===== src/rtl/systolic_pkg.sv =====
// Shared definitions for the systolic array sequencer: state encoding and width helpers.
package systolic_pkg;

    localparam int unsigned ST_W = 3;

    typedef enum logic [ST_W-1:0] {
        ST_IDLE  = 3'd0,
        ST_CLEAR = 3'd1,
        ST_FEED  = 3'd2,
        ST_DRAIN = 3'd3,
        ST_OUT   = 3'd4,
        ST_DONE  = 3'd5
    } state_e;

    // Index width that never collapses to zero bits (N=1 still needs a 1-bit index).
    function automatic int unsigned idx_w(input int unsigned n);
        return (n > 1) ? $clog2(n) : 1;
    endfunction

    // Accumulator width: N*(2^DW-1)^2 always fits in 2*DW + clog2(N) bits.
    function automatic int unsigned acc_w(input int unsigned dw, input int unsigned n);
        return 2 * dw + idx_w(n);
    endfunction

    // Low bit of a lane inside a flat lane vector.
    function automatic int unsigned lane_lo(input int unsigned lane, input int unsigned w);
        return lane * w;
    endfunction

endpackage


===== src/rtl/systolic_seq_ctrl_skew.sv =====
// Triangular skew delay: lane i is delayed i cycles, lane 0 is a straight wire.
module skew_delay
    import systolic_pkg::*;
#(
    parameter int unsigned N  = 4,
    parameter int unsigned DW = 8
) (
    input  logic            clk,
    input  logic            rst,
    input  logic            flush_i,
    input  logic [N*DW-1:0] data_i,
    output logic [N*DW-1:0] data_o
);

    for (genvar i = 0; i < N; i++) begin : g_lane
        if (i == 0) begin : g_wire
            assign data_o[DW-1:0] = data_i[DW-1:0];
        end else begin : g_dly
            logic [DW-1:0] stage_q [i];

            always_ff @(posedge clk or negedge rst) begin
                if (!rst) begin
                    for (int s = 0; s < i; s++) stage_q[s] <= '0;
                end else if (flush_i) begin
                    for (int s = 0; s < i; s++) stage_q[s] <= '0;
                end else begin
                    stage_q[0] <= data_i[lane_lo(i, DW) +: DW];
                    for (int s = 1; s < i; s++) stage_q[s] <= stage_q[s-1];
                end
            end

            assign data_o[lane_lo(i, DW) +: DW] = stage_q[i-1];
        end
    end

endmodule


===== src/rtl/systolic_seq_ctrl.sv =====
// Sequencer for an N x N output-stationary systolic array: operand feed with skew,
// accumulate/drain timing and row-by-row result streaming under valid/ready.
module systolic_seq_ctrl
    import systolic_pkg::*;
#(
    parameter int unsigned N  = 4,
    parameter int unsigned DW = 8,
    parameter int unsigned AW = idx_w(N),
    parameter int unsigned CW = 2 * DW + AW
) (
    input  logic              clk,
    input  logic              rst,
    input  logic              start_i,
    output logic              busy_o,
    output logic              done_o,
    output logic              rd_en_o,
    output logic [AW-1:0]     rd_addr_o,
    input  logic [N*DW-1:0]   a_col_i,
    input  logic [N*DW-1:0]   b_row_i,
    output logic [N*DW-1:0]   a_edge_o,
    output logic [N*DW-1:0]   b_edge_o,
    output logic              acc_clr_o,
    input  logic [N*N*CW-1:0] acc_i,
    output logic              res_valid_o,
    input  logic              res_ready_i,
    output logic [AW-1:0]     res_row_o,
    output logic [N*CW-1:0]   res_data_o
);

    localparam int unsigned PW         = idx_w(2 * N);
    localparam int unsigned FEED_LAST  = N - 1;
    localparam int unsigned DRAIN_LAST = 2 * N - 2;
    localparam int unsigned ROW_LAST   = N - 1;

    state_e          state_q, state_d;
    logic [PW-1:0]   phase_q, phase_d;
    logic            live_q;
    logic [N*DW-1:0] a_live, b_live;

    // State register, phase counter, and buffer-latency tracker for live lanes.
    always_ff @(posedge clk or negedge rst) begin
        if (!rst) begin
            state_q <= ST_IDLE;
            phase_q <= '0;
            live_q  <= 1'b0;
        end else begin
            state_q <= state_d;
            phase_q <= phase_d;
            live_q  <= (state_q == ST_FEED);
        end
    end

    // Next state; the phase counter reloads to zero on every state entry.
    always_comb begin
        state_d = state_q;
        phase_d = phase_q;
        case (state_q)
            ST_IDLE: begin
                if (start_i) begin
                    state_d = ST_CLEAR;
                    phase_d = '0;
                end
            end
            ST_CLEAR: begin
                state_d = ST_FEED;
                phase_d = '0;
            end
            ST_FEED: begin
                if (phase_q == PW'(FEED_LAST)) begin
                    state_d = ST_DRAIN;
                    phase_d = '0;
                end else begin
                    phase_d = phase_q + PW'(1);
                end
            end
            ST_DRAIN: begin
                if (phase_q == PW'(DRAIN_LAST)) begin
                    state_d = ST_OUT;
                    phase_d = '0;
                end else begin
                    phase_d = phase_q + PW'(1);
                end
            end
            ST_OUT: begin
                if (res_ready_i) begin
                    if (phase_q == PW'(ROW_LAST)) begin
                        state_d = ST_DONE;
                        phase_d = '0;
                    end else begin
                        phase_d = phase_q + PW'(1);
                    end
                end
            end
            ST_DONE: begin
                state_d = ST_IDLE;
                phase_d = '0;
            end
            default: begin
                state_d = ST_IDLE;
                phase_d = '0;
            end
        endcase
    end

    // Moore outputs decoded from the state register.
    always_comb begin
        busy_o      = 1'b0;
        done_o      = 1'b0;
        rd_en_o     = 1'b0;
        rd_addr_o   = '0;
        acc_clr_o   = 1'b0;
        res_valid_o = 1'b0;
        res_row_o   = '0;
        case (state_q)
            ST_IDLE: begin
                acc_clr_o = 1'b1;
            end
            ST_CLEAR: begin
                busy_o    = 1'b1;
                acc_clr_o = 1'b1;
            end
            ST_FEED: begin
                busy_o    = 1'b1;
                rd_en_o   = 1'b1;
                rd_addr_o = AW'(phase_q);
            end
            ST_DRAIN: begin
                busy_o = 1'b1;
            end
            ST_OUT: begin
                busy_o      = 1'b1;
                res_valid_o = 1'b1;
                res_row_o   = AW'(phase_q);
            end
            ST_DONE: begin
                busy_o = 1'b1;
                done_o = 1'b1;
            end
            default: begin
                acc_clr_o = 1'b1;
            end
        endcase
    end

    // Result row mux; zero outside the output window.
    always_comb begin
        res_data_o = '0;
        if (res_valid_o) begin
            for (int unsigned j = 0; j < N; j++) begin
                res_data_o[lane_lo(j, CW) +: CW] =
                    acc_i[lane_lo(32'(res_row_o) * N + j, CW) +: CW];
            end
        end
    end

    // Only the cycle after a read carries buffer data; everything else injects zero bubbles.
    assign a_live = live_q ? a_col_i : '0;
    assign b_live = live_q ? b_row_i : '0;

    skew_delay #(.N(N), .DW(DW)) u_skew_a (
        .clk     (clk),
        .rst     (rst),
        .flush_i (acc_clr_o),
        .data_i  (a_live),
        .data_o  (a_edge_o)
    );

    skew_delay #(.N(N), .DW(DW)) u_skew_b (
        .clk     (clk),
        .rst     (rst),
        .flush_i (acc_clr_o),
        .data_i  (b_live),
        .data_o  (b_edge_o)
    );

endmodule


===== config.mk =====
export PLATFORM = sky130hd
export DESIGN_NAME = systolic_seq_ctrl
export DESIGN_NICKNAME = d
export VERILOG_FILES = /design/src/rtl/systolic_pkg.sv /design/src/rtl/systolic_seq_ctrl_skew.sv /design/src/rtl/systolic_seq_ctrl.sv
export SDC_FILE = /design/constraint.sdc
export NUM_CORES = 1
export LEC_CHECK = 0
export ABC_AREA = 1
export BUFFER_PORTS_ARGS = -buffer_cell sky130_fd_sc_hd__buf_2
export CORE_AREA = 3 3 194 196
export DETAILED_ROUTE_END_ITERATION = 7
export DIE_AREA = 0 0 197 199
export PLACE_DENSITY = 0.55
export SYNTH_ARGS = -nofsm -noshare
export SYNTH_HDL_FRONTEND = slang
export SYNTH_SLANG_ARGS = --single-unit

===== constraint.sdc =====
create_clock -name clk -period 3.41 [get_ports clk]
set_input_delay 0.682 -clock clk [delete_from_list [all_inputs] [get_ports clk]]
set_output_delay 0.682 -clock clk [all_outputs]
set_load 0.05 [all_outputs]

[Word level (Yosys, flattened, before mapping)]
Cells that the tools add are included.
Word-level totals
  flip-flop bits (word level): 103
  input bits: 356
  output and inout bits: 145
  word-level logic and storage cells: 71
Cells by class
  add/sub/neg operators: 4
  $mul: 4
  eq/ne operators: 12
  shift-type cells: 4
  multiplexer cells: 27
  reduce and logical (&&, ||, !) cells: 5
Operators with widths (number)
  $shiftx A288 B11 Y18: 3
  $shiftx A288 B10 Y18: 1
  $mux W72: 1
  $mux W32: 2
  $mux W24: 2
  $mux W16: 2
  $mul A5 B4 Y9 const B: 3
  $mux W3: 9
  $mux W8: 2
  $pmux W3 S5: 1
  $pmux W3 S4: 1
  $add A4 B2 Y5 const B: 2
  $eq A3 B2 Y1 const B: 3
  $eq A3 B3 Y1 const B: 3
  $ne A2 B2 Y1 const B: 4
  $mul A2 B4 Y6 const B: 1
  $add A4 B1 Y5 const B: 1
  $mux W1: 5
  $reduce_and A5 Y1: 1
  $reduce_or A5 Y1: 1
  $mux W2: 2
  $reduce_or A4 Y1: 1
  $add A3 B1 Y3 const B: 1
  $eq A3 B1 Y1 const B: 1
  other kinds (3): 3

[Depth between registers and ports, before layout]
  depth after elaboration: 6
  gate-level depth with buffers: 8
  mapped depth without buffers: 7

[By module]
From an unflattened synthesis, not the netlist that was laid out.
Unflattened totals
  cells, all modules: 1435
  area, all modules: 8695.8 µm²
By module, submodules not included
  systolic_seq_ctrl: instances 1, cells each 1089, area an instance 5124.9 µm², sequential area each 175.2 µm²
  skew_delay: instances 2, cells each 173, area an instance 1785.5 µm², sequential area each 1201.2 µm²

[Worst setup path before layout]
No wires, ideal clock.
  path type: flip-flop to output port
  start point: register state_q[2]
  end point: output port busy_o
  arrival: 2.482 ns
  required time: 2.728 ns
  setup slack: 0.246 ns
  stages on the path, launching flop included: 7
  buffers on the path: 2
  cells stage by stage: dfrtp_1 -> buf_4 -> inv_2 -> nor3_1 -> nor3_4 -> buf_2 -> nand2_1
On the way
  word-level cells in the longest chain between the ends: 3
  elaborated cells between the ends (all ways): 7
  those cells by class: eq/ne (5); mux (1); reduce/logical (1)
Ends and longest elaborated chain
  from (decl): line systolic_seq_ctrl.sv:35  | state_e state_q, state_d;
  from (signal assigned): line systolic_seq_ctrl.sv:47  | state_q <= state_d;
  $eq A3 B2 Y1 (tied with other cells): line systolic_seq_ctrl.sv:114  | case (state_q)
  $reduce_or A5 Y1 (no source line) (*)
  $mux W1 (*): line systolic_seq_ctrl.sv:114
  to (decl): line systolic_seq_ctrl.sv:14  | output logic busy_o,
Mark *: on every way between the ends. The rest lies on a longest branch, timed or not.

[Worst setup path after layout]
  start point: register state_q[1]
  end point: output port res_data_o[18]
On the way
  word-level cells in the longest chain between the ends: 6
  elaborated cells between the ends (all ways): 7
  those cells by class: add/sub (1); mul (1); eq/ne (1); shift (1); mux (3)
Ends and longest elaborated chain
  $eq A3 B3 Y1 (*): line systolic_seq_ctrl.sv:114
  $mux W2: line systolic_seq_ctrl.sv:114
  $add A4 B1 Y5: line systolic_seq_ctrl.sv:151  | acc_i[lane_lo(32'(res_row_o) * N + j, CW) +: CW];
  $mul A5 B4 Y9: line systolic_pkg.sv:27  | return lane * w;
  $shiftx A288 B11 Y18: line systolic_seq_ctrl.sv:151
  $mux W72 (*): line systolic_seq_ctrl.sv:148  | if (res_valid_o) begin
  to (decl): line systolic_seq_ctrl.sv:27  | output logic [N*CW-1:0] res_data_o
Marked as above.

==> reports/summary.txt <==
Critical path depth - 7
Maxcap violations - 0
Crit path buf inv count - 2
PwrDens - 513 nW/µm²
Via density - 4.38
CP max stage delay - 0.47 ns
Top cell type's share of synthesized area - 32.5%
Input/output buffers - 500
FP Rows - 70
Largest net degree at the start of global routing - 112
Unique masters post-synth - 17
Resized cells post-CTS - 0
CTS clk-pin slew, worst paths - 0.07 ns
CP Max Fanout - 49
Syn. warnings - 0
CP max stage cell - dfrtp_1
Final wirelength - 34.1 mm
RSZ-0062 raised after global routing - no
Routed wire per std cell - 15.5 µm
Core Box Area - 36300 µm²
Crit path cell chain - nor2_4 -> nand3_4 -> buf_12 -> nand2_1 -> nand3_1 -> a21oi_1 -> buf_12
Final Instance Count excl. Fillers - 2197
Initial antenna violation count - 15
Hold WC Path Type - in -> async
Final nets - 2076
Clock Skews - 0.00775 ns
Post-CTS Setup Bufs - 0
Max-slew violation count - 0
Required time of the critical path - 2.73 ns
Post-Syn Area - 7930 µm²
Grt total ovfl - 0
Die Height - 199 µm
Worst Hold Slack - 0.369 ns
Tightest Pin Transition - 0.952 ns
Maximum vdd drop - 0.418 mV
Total global routing track utilization - 16.2%
# setup viols final - 0
Fraction of layout cells with a size suffix above 1 - 31.6%
Startpoint Class - flop
Clk buf depth - 2
Synthesized net count - 1683
Cts bufs inserted - 9
H-tree levels - 3
DRC Markers - 0
Status - finished clean
Largest cells by area after synthesis - dfrtp_1 33%, inv_1 14%, nand4_1 12%, nor2_1 12%, nand2_1 11%
Achievable Freq - 0.312 GHz
FF+latch count, synth - 103
Chip Width - 197 µm
Dpl ws - 0.576 ns
Leak pwr - 0.00669 µW
CTS tree - built
Fin util - 30.9%
DP Cell Count - 2173
Area added between synthesis and finish - 41.1%
Crit. End Element - primary output
I/O pins - 501
Syn Inst Count - 1323
WP data arrival - 2.52 ns
DP HPWL - 26.2 mm
Final hold vios - 0
Min Tclk post-route - 3.21 ns
First-pass GRT wire length - 50.8 mm
Most common cell on crit path - buf_12
Worst R2R Path Depth - 6
Number of hold buffers added after CTS - 0
Cell taking the most area after synthesis - dfrtp_1
CP top delay family - simple AND/OR/NAND/NOR gates
Root Buffer - clkbuf_16
Critical path type - reg -> out
DR pass1 iterations - 4
Vias - 9630
Slew HR - 36.6%
Vias in the first global route - 9127
ANT nets after route - 0
Tcrit/Tclk final - 94.0%
Setup TNS - 0 ns
Post-synthesis sequential area ratio - 32.5%
Number of DRC markers in iteration 0 - 489
Starting Density - 21.9%
Die ar. - 39200 µm²
Final WS setup - 0.205 ns
Gpl congestion - 0.906
# clock sinks - 103
Worst skew pair latency - 0.34 ns
Mean area per synthesized cell - 5.99 µm²
==> cell families (layout without fill, tap and decap cells) <==
group	after synthesis	in the layout	share of synthesized area [%]
simple gates	711	711	39.8
flops	103	103	32.5
compound gates	75	75	4.73
buf+inv	430	828	22.3
other cells	0	8	0
fa+ha+maj	4	4	0.631
==> state kept, by name, indices dropped and copies added (netlist names) <==
signal	flops
u_skew_b.g_lane.g_dly.stage_q	32
phase_q	3
u_skew_b.data_o	16
u_skew_a.data_o	16
live_q	1
u_skew_a.g_lane.g_dly.stage_q	32
state_q	3
==> through the flow <==
step | cell area, µm² | power, µW
after floorplan | 7930 | 3800
after global placement | 10900 | 4810
after detailed placement | 10900 | 4820
after CTS | 11200 | 5810
after global routing | 11200 | 6140
final | 11200 | 5740
==> cells in the mapped netlist (all sizes together) <==
library cell and instances:
nand3 81, ha 4, o21ai 2, nor3 2
buf 72, inv 293, nor2 245, nand4 147
nand2 236, a21oi 73, dfrtp 103, clkbuf 65
==> area by class of cell <==
type / instances / area, µm²
Multi-Input combinational cell: 790 / 3620
Tap cell: 468 / 586
Antenna cell: 8 / 20.0
Sequential cell: 103 / 2590
Fill cell: 4137 / 25100
Clock buffer: 10 / 229
Clock inverter: 6 / 53.8
Inverter: 293 / 1100
Timing Repair Buffer: 519 / 3000
==> cell usage in the layout (no fill, tap or decap), drive strengths merged <==
master	n
buf	519
inv	296
nor2	245
nand2	236
nand4	147
dfrtp	103
nand3	81
a21oi	73
clkbuf	10
diode	8
ha	4
clkinvlp	3
o21ai	2
nor3	2
==> power by group <==
part / switching (µW) / leakage, µW / internal (µW) / total (µW)
Combinational: 2510 / 0.00514 / 776 / 3290
Sequential: 123 / 0.00142 / 1350 / 1470
Clock: 469 / 0.000129 / 509 / 977
==> per-layer routing <==
| layer | GRT usage, % | vias up | routed length, µm |
|---|---|---|---|
| met1 | 20.3 | 4320 | 13900 |
| met2 | 27.4 | 431 | 16400 |
| li1 | - | 4807 | - |
| met3 | 3.91 | 58 | 2660 |
| met5 | 0 | - | 100 |
| met4 | 5.54 | 14 | 1070 |
==> final timing paths <==
check                                                                from                                        endpoint  slack, ns
max                                                state_q[1]$_DFFE_PN0P_                                  res_data_o[18]       0.20
min reg2reg                u_skew_a.g_lane[3].g_dly.stage_q[21]$_DFF_PN0_  u_skew_a.g_lane[3].g_dly.stage_q[13]$_DFF_PN0_       0.47
max reg2reg                                        state_q[2]$_DFFE_PN0P_   u_skew_a.g_lane[1].g_dly.stage_q[0]$_DFF_PN0_       0.69
min                                                                   rst                   u_skew_a.data_o[30]$_DFF_PN0_       0.37
min in group clk           u_skew_a.g_lane[3].g_dly.stage_q[21]$_DFF_PN0_  u_skew_a.g_lane[3].g_dly.stage_q[13]$_DFF_PN0_       0.47
max in group asynchronous                                             rst                   u_skew_a.data_o[17]$_DFF_PN0_       2.27
No activity file was read; power rests on OpenSTA's default activity.
